## config.mk

```make
export PLATFORM = sky130hd
export DESIGN_NAME = calc2_port_driver
export DESIGN_NICKNAME = d
export VERILOG_FILES = /design/src/rtl/calc2_pkg.sv /design/src/rtl/calc2_req_fifo.sv /design/src/rtl/calc2_port_driver.sv
export SDC_FILE = /design/constraint.sdc
export NUM_CORES = 1
export LEC_CHECK = 0
export BUFFER_PORTS_ARGS = -buffer_cell sky130_fd_sc_hd__buf_2
export CAP_MARGIN = 20
export CORE_ASPECT_RATIO = 1.1
export CORE_MARGIN = 10
export CORE_UTILIZATION = 51
export CTS_BUF_LIST = sky130_fd_sc_hd__clkbuf_16
export CTS_CLUSTER_SIZE = 40
export DETAILED_ROUTE_END_ITERATION = 7
export PLACE_DENSITY = 0.84
export SYNTH_ARGS = -nofsm -noshare
export SYNTH_HDL_FRONTEND = slang
export SYNTH_HIERARCHICAL = 1
export SYNTH_SLANG_ARGS = --single-unit
```

## constraint.sdc

```tcl
create_clock -name c_clk -period 3 [get_ports c_clk]
set_input_delay 0.45 -clock c_clk [delete_from_list [all_inputs] [get_ports c_clk]]
set_output_delay 0.45 -clock c_clk [all_outputs]
set_load 0.01 [all_outputs]
```

## src/rtl/calc2_pkg.sv

```systemverilog
`default_nettype none
// ============================================================================
// Module   : calc2_pkg
// Brief    : Shared widths, command/response codes and request FIFO entry
//            type for the calc2 port driver.
// Revision : 1.0 - initial release
// ============================================================================
package calc2_pkg;

    localparam int DATA_W   = 32;
    localparam int CMD_W    = 4;
    localparam int TAG_W    = 2;
    localparam int NUM_TAGS = 4;

    typedef enum logic [CMD_W-1:0] {
        CMD_NOP = 4'd0,
        CMD_ADD = 4'd1,
        CMD_SUB = 4'd2,
        CMD_SHL = 4'd5,
        CMD_SHR = 4'd6
    } cmd_e;

    typedef enum logic [1:0] {
        RESP_NONE = 2'd0,
        RESP_OK   = 2'd1,
        RESP_ERR  = 2'd2,
        RESP_TMO  = 2'd3
    } resp_e;

    // cmd is kept as raw bits so unknown commands pass through untouched
    typedef struct packed {
        logic [CMD_W-1:0]  cmd;
        logic [DATA_W-1:0] op1;
        logic [DATA_W-1:0] op2;
    } fifo_entry_t;

    function automatic logic [TAG_W-1:0] lowest_clear_bit(input logic [NUM_TAGS-1:0] vec);
        logic [TAG_W-1:0] idx;
        idx = '0;
        for (int i = NUM_TAGS - 1; i >= 0; i--) begin
            if (!vec[i]) idx = TAG_W'(i);
        end
        return idx;
    endfunction

endpackage
`default_nettype wire

```

## src/rtl/calc2_req_fifo.sv

```systemverilog
`default_nettype none
// ============================================================================
// Module   : calc2_req_fifo
// Brief    : Synchronous request FIFO with occupancy count; head is shown
//            combinationally, pointers wrap modulo DEPTH.
// Revision : 1.0 - initial release
// ============================================================================
module calc2_req_fifo
    import calc2_pkg::*;
#(
    parameter int DEPTH = 4
) (
    input  logic                   i_clk,
    input  logic                   i_rst_n,
    input  logic                   i_push,
    input  fifo_entry_t            i_data,
    input  logic                   i_pop,
    output fifo_entry_t            o_head,
    output logic                   o_full,
    output logic                   o_empty,
    output logic [$clog2(DEPTH):0] o_count
);

    localparam int c_ptr_w = $clog2(DEPTH);

    fifo_entry_t        r_mem [DEPTH];
    logic [c_ptr_w-1:0] r_wr_ptr;
    logic [c_ptr_w-1:0] r_rd_ptr;
    logic [c_ptr_w:0]   r_count;
    logic               w_wr_en;
    logic               w_rd_en;

    assign o_full  = (r_count == (c_ptr_w + 1)'(DEPTH));
    assign o_empty = (r_count == '0);
    assign o_count = r_count;
    assign o_head  = r_mem[r_rd_ptr];

    assign w_wr_en = i_push && !o_full;
    assign w_rd_en = i_pop && !o_empty;

    always_ff @(posedge i_clk) begin
        if (w_wr_en) r_mem[r_wr_ptr] <= i_data;
    end

    always_ff @(posedge i_clk or negedge i_rst_n) begin
        if (!i_rst_n) begin
            r_wr_ptr <= '0;
            r_rd_ptr <= '0;
            r_count  <= '0;
        end else begin
            if (w_wr_en) r_wr_ptr <= r_wr_ptr + 1'b1;
            if (w_rd_en) r_rd_ptr <= r_rd_ptr + 1'b1;
            case ({w_wr_en, w_rd_en})
                2'b10:   r_count <= r_count + 1'b1;
                2'b01:   r_count <= r_count - 1'b1;
                default: r_count <= r_count;
            endcase
        end
    end

endmodule
`default_nettype wire

```

## src/rtl/calc2_port_driver.sv

```systemverilog
`default_nettype none
// ============================================================================
// Module   : calc2_port_driver
// Brief    : calc2 request port: queues operations, allocates tags, issues the
//            two-cycle command/operand protocol and retires tags on responses.
// Options  : RESP_TIMEOUT_EN - per-tag response watchdog (TIMEOUT_CYCLES)
// Revision : 1.0 - initial release
// ============================================================================
module calc2_port_driver
    import calc2_pkg::*;
#(
    parameter int FIFO_DEPTH     = 4,
    parameter int TIMEOUT_CYCLES = 255
) (
    input  logic                c_clk,
    input  logic                reset,
    input  logic                req_valid,
    output logic                req_ready,
    input  logic [CMD_W-1:0]    req_cmd,
    input  logic [DATA_W-1:0]   req_op1,
    input  logic [DATA_W-1:0]   req_op2,
    output logic [CMD_W-1:0]    cmd_out,
    output logic [DATA_W-1:0]   data_out,
    output logic [TAG_W-1:0]    tag_out,
    input  logic [1:0]          resp_in,
    input  logic [DATA_W-1:0]   resp_data_in,
    input  logic [TAG_W-1:0]    resp_tag_in,
    output logic                cpl_valid,
    output logic [1:0]          cpl_resp,
    output logic [DATA_W-1:0]   cpl_data,
    output logic [TAG_W-1:0]    cpl_tag,
    output logic [NUM_TAGS-1:0] busy_tags,
    output logic                spurious_resp,
    output logic                timeout_err
);

    localparam int         c_cnt_w   = $clog2(FIFO_DEPTH) + 1;
    localparam logic [1:0] c_st_idle = 2'd0;
    localparam logic [1:0] c_st_op1  = 2'd1;
    localparam logic [1:0] c_st_op2  = 2'd2;

    if (FIFO_DEPTH < 2 || (FIFO_DEPTH & (FIFO_DEPTH - 1)) != 0 ||
        TIMEOUT_CYCLES < 2 || TIMEOUT_CYCLES > 256) begin : g_param_check
        $error("calc2_port_driver: illegal FIFO_DEPTH or TIMEOUT_CYCLES");
    end

    logic [1:0]          r_state;
    logic [1:0]          w_state_next;
    logic                w_full;
    logic                w_empty;
    logic                w_push;
    logic                w_pop;
    logic                w_alloc;
    logic [c_cnt_w-1:0]  w_count;
    fifo_entry_t         w_wr_entry;
    fifo_entry_t         w_head;
    logic [NUM_TAGS-1:0] r_busy_tags;
    logic [NUM_TAGS-1:0] w_set_mask;
    logic [NUM_TAGS-1:0] w_clr_mask;
    logic [NUM_TAGS-1:0] w_tmo_clr_mask;
    logic                w_free_exists;
    logic [TAG_W-1:0]    w_alloc_tag;
    logic                w_resp_hit;
    logic                w_resp_retire;
    logic                w_resp_spur;
    logic                w_tmo_fire;
    logic [TAG_W-1:0]    w_tmo_tag;
    logic                w_cpl_fire;
    logic                r_cpl_valid;
    logic [1:0]          r_cpl_resp;
    logic [DATA_W-1:0]   r_cpl_data;
    logic [TAG_W-1:0]    r_cpl_tag;
    logic                r_spurious;

    assign req_ready  = !w_full;
    assign w_push     = req_valid && !w_full;
    assign w_wr_entry = {req_cmd, req_op1, req_op2};

    calc2_req_fifo #(
        .DEPTH (FIFO_DEPTH)
    ) u_req_fifo (
        .i_clk   (c_clk),
        .i_rst_n (reset),
        .i_push  (w_push),
        .i_data  (w_wr_entry),
        .i_pop   (w_pop),
        .o_head  (w_head),
        .o_full  (w_full),
        .o_empty (w_empty),
        .o_count (w_count)
    );

    assign w_free_exists = ~&r_busy_tags;
    assign w_alloc_tag   = lowest_clear_bit(r_busy_tags);

    always_ff @(posedge c_clk or negedge reset) begin
        if (!reset) r_state <= c_st_idle;
        else        r_state <= w_state_next;
    end

    // An entry being pushed this cycle is visible at the FIFO head next cycle
    always_comb begin
        w_state_next = r_state;
        w_pop        = 1'b0;
        w_alloc      = 1'b0;
        cmd_out      = '0;
        data_out     = '0;
        tag_out      = '0;
        case (r_state)
            c_st_idle: begin
                if ((!w_empty || w_push) && w_free_exists) w_state_next = c_st_op1;
            end
            c_st_op1: begin
                cmd_out      = w_head.cmd;
                data_out     = w_head.op1;
                tag_out      = w_alloc_tag;
                w_alloc      = 1'b1;
                w_state_next = c_st_op2;
            end
            c_st_op2: begin
                data_out = w_head.op2;
                w_pop    = 1'b1;
                if (((w_count > c_cnt_w'(1)) || w_push) && w_free_exists)
                    w_state_next = c_st_op1;
                else
                    w_state_next = c_st_idle;
            end
            default: w_state_next = c_st_idle;
        endcase
    end

    assign w_resp_hit    = (resp_in != 2'b00);
    assign w_resp_retire = w_resp_hit && r_busy_tags[resp_tag_in];
    assign w_resp_spur   = w_resp_hit && !r_busy_tags[resp_tag_in];

`ifdef RESP_TIMEOUT_EN
    localparam logic [7:0] c_tmo_last = 8'(TIMEOUT_CYCLES - 1);

    logic [NUM_TAGS-1:0] w_tmo_hit;
    logic                r_timeout_err;

    // Counters saturate at the limit so a deferred expiry is not lost
    for (genvar g = 0; g < NUM_TAGS; g++) begin : g_tmo
        logic [7:0] r_tmo_cnt;
        assign w_tmo_hit[g] = r_busy_tags[g] && (r_tmo_cnt == c_tmo_last);
        always_ff @(posedge c_clk or negedge reset) begin
            if (!reset)                                r_tmo_cnt <= '0;
            else if (w_set_mask[g])                    r_tmo_cnt <= '0;
            else if (r_busy_tags[g] && !w_tmo_hit[g])  r_tmo_cnt <= r_tmo_cnt + 8'd1;
        end
    end

    // A real response owns the completion slot; expiry waits a cycle
    assign w_tmo_fire = (|w_tmo_hit) && !w_resp_retire;
    assign w_tmo_tag  = lowest_clear_bit(~w_tmo_hit);

    always_comb begin
        w_tmo_clr_mask = '0;
        if (w_tmo_fire) w_tmo_clr_mask[w_tmo_tag] = 1'b1;
    end

    always_ff @(posedge c_clk or negedge reset) begin
        if (!reset) r_timeout_err <= 1'b0;
        else        r_timeout_err <= w_tmo_fire;
    end

    assign timeout_err = r_timeout_err;
`else
    assign w_tmo_fire     = 1'b0;
    assign w_tmo_tag      = '0;
    assign w_tmo_clr_mask = '0;
    assign timeout_err    = 1'b0;
`endif

    assign w_cpl_fire = w_resp_retire || w_tmo_fire;

    always_comb begin
        w_set_mask = '0;
        w_clr_mask = w_tmo_clr_mask;
        if (w_alloc)       w_set_mask[w_alloc_tag] = 1'b1;
        if (w_resp_retire) w_clr_mask[resp_tag_in] = 1'b1;
    end

    always_ff @(posedge c_clk or negedge reset) begin
        if (!reset) begin
            r_busy_tags <= '0;
            r_cpl_valid <= 1'b0;
            r_cpl_resp  <= '0;
            r_cpl_data  <= '0;
            r_cpl_tag   <= '0;
            r_spurious  <= 1'b0;
        end else begin
            r_busy_tags <= (r_busy_tags & ~w_clr_mask) | w_set_mask;
            r_cpl_valid <= w_cpl_fire;
            r_spurious  <= w_resp_spur;
            if (w_cpl_fire) begin
                r_cpl_resp <= w_resp_retire ? resp_in      : RESP_TMO;
                r_cpl_data <= w_resp_retire ? resp_data_in : '0;
                r_cpl_tag  <= w_resp_retire ? resp_tag_in  : w_tmo_tag;
            end
        end
    end

    assign busy_tags     = r_busy_tags;
    assign cpl_valid     = r_cpl_valid;
    assign cpl_resp      = r_cpl_resp;
    assign cpl_data      = r_cpl_data;
    assign cpl_tag       = r_cpl_tag;
    assign spurious_resp = r_spurious;

endmodule
`default_nettype wire

```

# Word-level counts from Yosys, hierarchy flattened
# Memories as Yosys holds them, arrays and structs flattened.
# Index checks and enable logic that the tools add are counted.
# Widths: inputs -> output; s select.
[totals] output_inout_bits=82 elab_cells=72 ff_bits=51 in_bits=107 memories=1 mem_bits_rw=272
[memory_table] name="u_req_fifo.r_mem" words=4 width=68 rd=1 rd_ports_with_merged_regs=0 write_ports=1 line="calc2_req_fifo.sv:26" text="fifo_entry_t r_mem [DEPTH];"
[classes] n_reduce_logical=20 bitwise_logic=3 eq_ne=6 addsub=4 n_lt_le_gt_ge=5 mux=23
[op_table] op="$pmux 32 s2" count=1
[op_table] op="$mux 2" count=6
[op_table] op="$mux 4" count=3
[op_table] op="$logic_and 1x1->1" count=9
[op_table] op="$mux 1" count=8
[op_table] op="$lt 2x3->1 const B" count=2
[op_table] op="$pmux 2 s3" count=1
[op_table] op="$pmux 3 s2" count=1
[op_table] op="$add 2x1->2 const B" count=2
[op_table] op="$and 4x4->4" count=1
[op_table] op="$demux 1 s2" count=2
[op_table] op="$eq 2x1->1 const B" count=2
[op_table] op="$eq 2x2->1 const B" count=2
[op_table] op="$ge 2x1->1 const B" count=2
[op_table] op="$logic_not 1->1" count=4
[op_table] op="$not 4->4" count=1
[op_table] op="$or 4x4->4" count=1
[op_table] op="$reduce_and 4->1" count=1
[op_table] op="$reduce_bool 2->1" count=2
[op_table] op="$add 3x1->3 const B" count=1
[op_table] op="$eq 3x3->1 const B" count=1
[op_table] op="$gt 3x1->1 const B" count=1
[op_table] op="$logic_not 3->1" count=1
[op_table] op="$sub 3x1->3 const B" count=1
[op_table] op="4 further kinds" count=5

# Depth between registers and ports, before layout
[logic_depth] ltp_word=10 ltp_mapped=11 mapped_depth_nobuf=11

# Hierarchy
# Netlist, hierarchy kept.
[by_module_without_submodules] mod="calc2_req_fifo" area_each_um2=10313.6 n_inst=1 seq_area_each_um2=8343.0 cells_per_inst=394
[by_module_without_submodules] mod="calc2_port_driver" area_each_um2=2488.6 n_inst=1 seq_area_each_um2=1101.1 cells_per_inst=215

# Worst setup path before layout
# No wires, ideal clock.
[synth_path] path_type="flip-flop to flip-flop" from="reg u_req_fifo.r_count[2], in the netlist u_req_fifo/o_count[2]" to="mem u_req_fifo/r_mem[0][0] (netlist bit) (enable)" setup_slack_ps=-100 required_time_ps=2567 setup_ps=433 t_arrival_ps=2666 path_stages_with_launch=6 n_path_buf=0 period_less_slack_ps=3100 path_cell_list="dfrtp_1 > nor3b_2 > nand2b_1 > inv_1 > nor2b_2 > and2_1"
[synth_between] elab_chain_cells=6
[synth_rtl] element="from (decl)" line="calc2_req_fifo.sv:29" text="logic [c_ptr_w:0] r_count;"
[synth_rtl] element="from (signal assigned)" line="calc2_req_fifo.sv:54" text="2'b10: r_count <= r_count + 1'b1;"
[synth_rtl] element="from (signal assigned)" line="calc2_req_fifo.sv:55" text="2'b01: r_count <= r_count - 1'b1;"
[synth_rtl] element="from (signal assigned)" line="calc2_req_fifo.sv:56" text="default: r_count <= r_count;"
[synth_rtl] element="$eq 3x3->1" line="calc2_req_fifo.sv:33" text="assign o_full = (r_count == (c_ptr_w + 1)'(DEPTH));"
[synth_rtl] element="net w_full" line="calc2_port_driver.sv:49" text="logic w_full;"
[synth_rtl] element="$logic_not 1->1" line="calc2_port_driver.sv:76" text="assign w_push = req_valid && !w_full;"
[synth_rtl] element="$logic_and 1x1->1" line="calc2_port_driver.sv:76"
[synth_rtl] element="net w_push" line="calc2_port_driver.sv:51" text="logic w_push;"
[synth_rtl] element="$logic_and 1x1->1" line="calc2_req_fifo.sv:38" text="assign w_wr_en = i_push && !o_full;"
[synth_rtl] element="$mux 1" line="calc2_req_fifo.sv:42" text="if (w_wr_en) r_mem[r_wr_ptr] <= i_data;"
[synth_rtl] element="$mux 1 (implied by the code)" line="calc2_req_fifo.sv:42"
[synth_rtl] element="to (decl)" line="calc2_req_fifo.sv:26"
# The timed path passes the listed nets, and every way through them passes these cells.

# Final worst setup path
[layout_path] from="reg r_state[0]" to="out data_out[14]"
[layout_between] elab_chain_cells=2 word_cells_on_any_way=3 cone_classes="eq/ne (2); mux (1)"
[layout_rtl] element="from (decl)" line="calc2_port_driver.sv:47" text="logic [1:0] r_state;"
[layout_rtl] element="from (signal assigned)" line="calc2_port_driver.sv:97" text="if (!reset) r_state <= c_st_idle;"
[layout_rtl] element="from (signal assigned)" line="calc2_port_driver.sv:98" text="else r_state <= w_state_next;"
[layout_rtl] element="$eq 2x2->1 or $eq 2x1->1 (tied branches)" line="calc2_port_driver.sv:109" text="case (r_state)"
[layout_rtl] element="$pmux 32 s2 (*)" line="calc2_port_driver.sv:109"
[layout_rtl] element="to (decl)" line="calc2_port_driver.sv:23" text="output logic [DATA_W-1:0] data_out,"
# Every way passes the cells marked *; elsewhere a longest branch is shown, timed or not.

==> impl_metrics.json <==
{
  "synth_fp_nets": 727,
  "min_to": "u_req_fifo/r_mem[3][5]$_DFFE_PP_",
  "max_slew_margin": 0.4587,
  "final_max_slew_viol_count": 0,
  "grt_pass1_vias": 7203,
  "fmax_ghz": 0.3672,
  "setup_tns_ns": 0,
  "cts_buffers": 34,
  "final_common_cell": "edfxtp_1",
  "clkLatencyLatePin_ns": 0.51,
  "nets": 944,
  "required_ns": 2.55,
  "die_h_um": 186.2,
  "num_vias": 6597,
  "worstMarginPinSlew_ns": 0.8088,
  "drive_gt1_frac": 0.4346,
  "synth_top_area_frac": 0.6380,
  "p_total_mw": 15.50,
  "post_drt_wl_per_cell_um": 23.19,
  "path_class": "flip-flop to output port",
  "synth_edf_count": 272,
  "p_per_area_mw_per_mm2": 1019,
  "core_sq_mm": 0.02462,
  "synthTopCellsByArea": "edfxtp_1 64%, mux4_2 12%, dfrtp_1 10%",
  "clock_skew_ns": 0.01890,
  "report.final.hold_viol_count": 0,
  "die_w_um": 171.1,
  "grt_max_degree": 34,
  "via_per_inst": 5.682,
  "postCtsResizedCells": 0,
  "yosysTopAreaCell": "edfxtp_1",
  "maxCapViolCount": 0,
  "ys.flop_type": "edfxtp_1",
  "io_buffers": 187,
  "h-tree-depth": 2,
  "holdPathStages": 1,
  "synth_seq_cells": 323,
  "fin_crit_ns": 2.723,
  "antenna_found_initial": 6,
  "start_util": 0.5199,
  "finalSetupViolCount": 0,
  "yosysWarnings": 6,
  "synthCells": 609,
  "rsz0062_at_grt": "false",
  "start_kind": "flip-flop",
  "r2r-end": "u_req_fifo/o_count[2]$_DFFE_PN0P_",
  "cts.sinks": 323,
  "grtUsageTotal": 0.1684,
  "startpoint": "r_state[0]$_DFFE_PN0P_",
  "worstPathMaxFanout": 33,
  "area_growth_pct": 18.77,
  "r2r_cells": 11,
  "grt_overflow": 0,
  "drt_first_pass_iters": 5,
  "netlist_area_sq_mm": 0.01280,
  "async_reset_ff_frac": 0.1579,
  "hp-class": "input pin to flip-flop",
  "period_share": 0.9077,
  "reg2reg_from": "u_req_fifo/o_count[0]$_DFFE_PN0P_",
  "leakage_nw": 5.708,
  "cts_max_path_buffers": 3,
  "peakVddDrop_mv": 0.7088,
  "drc": 0,
  "post-cts-setup-buffers": 0,
  "dr.first_iter.drc_count": 518,
  "grt_pass1_wl_um": 41380,
  "clk_pin_slew_ns": 0.05,
  "cp.arrival_ns": 2.27,
  "r2r_slack_ns": 0.69,
  "gp_congestion": 0.7644,
  "tritoncts": "done",
  "outcome": "completed",
  "most-common-layout-cells": "272 x edfxtp_1, 187 x buf_2, 69 x mux4_2, 49 x dfrtp_1, 35 x clkbuf_16",
  "row_count": 60,
  "wirelength_um": 26930,
  "hpwl_um": 17520,
  "ctsHoldBuffers": 1,
  "synthDistinctLibCells": 40,
  "synth.avg_cell_area_sq_um": 21.02,
  "dieArea_sq_mm": 0.03185,
  "dp_worst_setup_slack_ns": 0.6762,
  "num_io_pins": 189,
  "cts_root_buffer": "clkbuf_16",
  "cp-end-kind": "output port",
  "timing.final.ws_setup_ns": 0.2769,
  "seq_area_frac_synth": 0.7377,
  "ant_nets": 0,
  "min_from": "req_op2[5]"
}
[stage by stage]
| stage | area, sq um | util | cells | hold WS, ns |
|---|---|---|---|---|
| 4_1_cts | 15200 | 0.6173 | 1159 | 0.1361 |
| 3_3_place_gp | 14190 | 0.5762 | 1099 | 0.4567 |
| 3_5_place_dp | 14190 | 0.5762 | 1099 | 0.4611 |
| 5_1_grt | 15200 | 0.6174 | 1160 | 0.1371 |
| 6_report | 15210 | 0.6175 | 1161 | 0.1507 |
| 2_1_floorplan | 12810 | - | 609 | 0.1544 |
[where the power goes]
group          total (mW)  leakage (nW)  switching (mW)  internal, mW
combinational        5.26          2.09            2.68          2.58
sequential           6.54          3.08           0.483          6.05
clock                3.70         0.537            1.59          2.12
total                15.5          5.71            4.75          10.7
[layout make-up]
class                   instances  area [sq um]
flip-flops and latches        323          9449
fillers                      1660          9418
multi-input cells             240          3012
repair buffers                213          1296
clock buffers                  35         875.8
well taps                     310         387.9
clock inverters                24         127.6
inverters                      14         52.55
diodes                          2         5.005
[registers in the layout, summed over array words and instances, names as in the netlist]
name	count
u_req_fifo/r_rd_ptr	2
spurious_resp	1
cpl_data	32
busy_tags	4
cpl_resp	2
u_req_fifo/r_mem	272
r_state	2
cpl_tag	2
u_req_fifo/r_wr_ptr	2
u_req_fifo/o_count	3
cpl_valid	1
[worst max-delay path, stage by stage, from the launching register on]
cell and delay [ns]:
dfrtp_1 0.41, inv_1 0.11, ha_2 0.18, buf_4 0.43, a22oi_1 0.21, nor2b_1 0.23
buf_2 0.18
[metal layers]
metal / vias up / global-route usage / share of wire
li1: 2884 / - / -
met1: 3362 / 0.1974 / 0.37
met2: 296 / 0.2914 / 0.51
met3: 49 / 0.05167 / 0.090
met4: 6 / 0.05395 / 0.023
met5: - / 0 / 0.0012
[cell families (layout without fill, tap and decap cells)]
kind of cell / count (synthesis) / in the layout / share of synthesized area
AND/OR/NAND/NOR: 67 / 67 / 0.02991
XOR/XNOR: 6 / 6 / 0.004106
flip-flops: 323 / 323 / 0.7377
adder cells (fa/ha/maj): 11 / 11 / 0.01134
other: 1 / 3 / 0.0002929
buffers and inverters: 46 / 286 / 0.02824
multiplexers: 104 / 104 / 0.1597
AO/OA/AOI/OAI: 51 / 51 / 0.02873
[how the worst max path moves through the flow]
stage	end	slack, ns	depth (start not counted)
global placement	cpl_data[11]$_DFFE_PN0P_	0.76	5
CTS	data_out[14]	0.21	5
detailed placement	u_req_fifo/o_count[2]$_DFFE_PN0P_	0.68	11
floorplan	u_req_fifo/r_mem[0][0]$_DFFE_PP_	0.64	5
global route	data_out[14]	0.14	6
finish	data_out[14]	0.28	6
[cells in the mapped netlist (2+ instances only)]
cell type and number:
buf_12 9, nand2_1 15, mux2_2 8, xor2_1 3, mux4_2 69, nor2_1 3, buf_2 7, mux2_4 26
buf_4 2, clkbuf_1 10, o31ai_1 2, nor2b_1 32, edfxtp_1 272, inv_1 14, and2_1 8, o21ai_0 7
nand2b_1 2, dfrtp_1 51, nand3_1 2, ha_1 10, a31oi_1 2, a22oi_1 32, a21oi_1 3, xnor2_1 3
buf_6 2
Note: power is estimated with default switching activity, not from simulation.
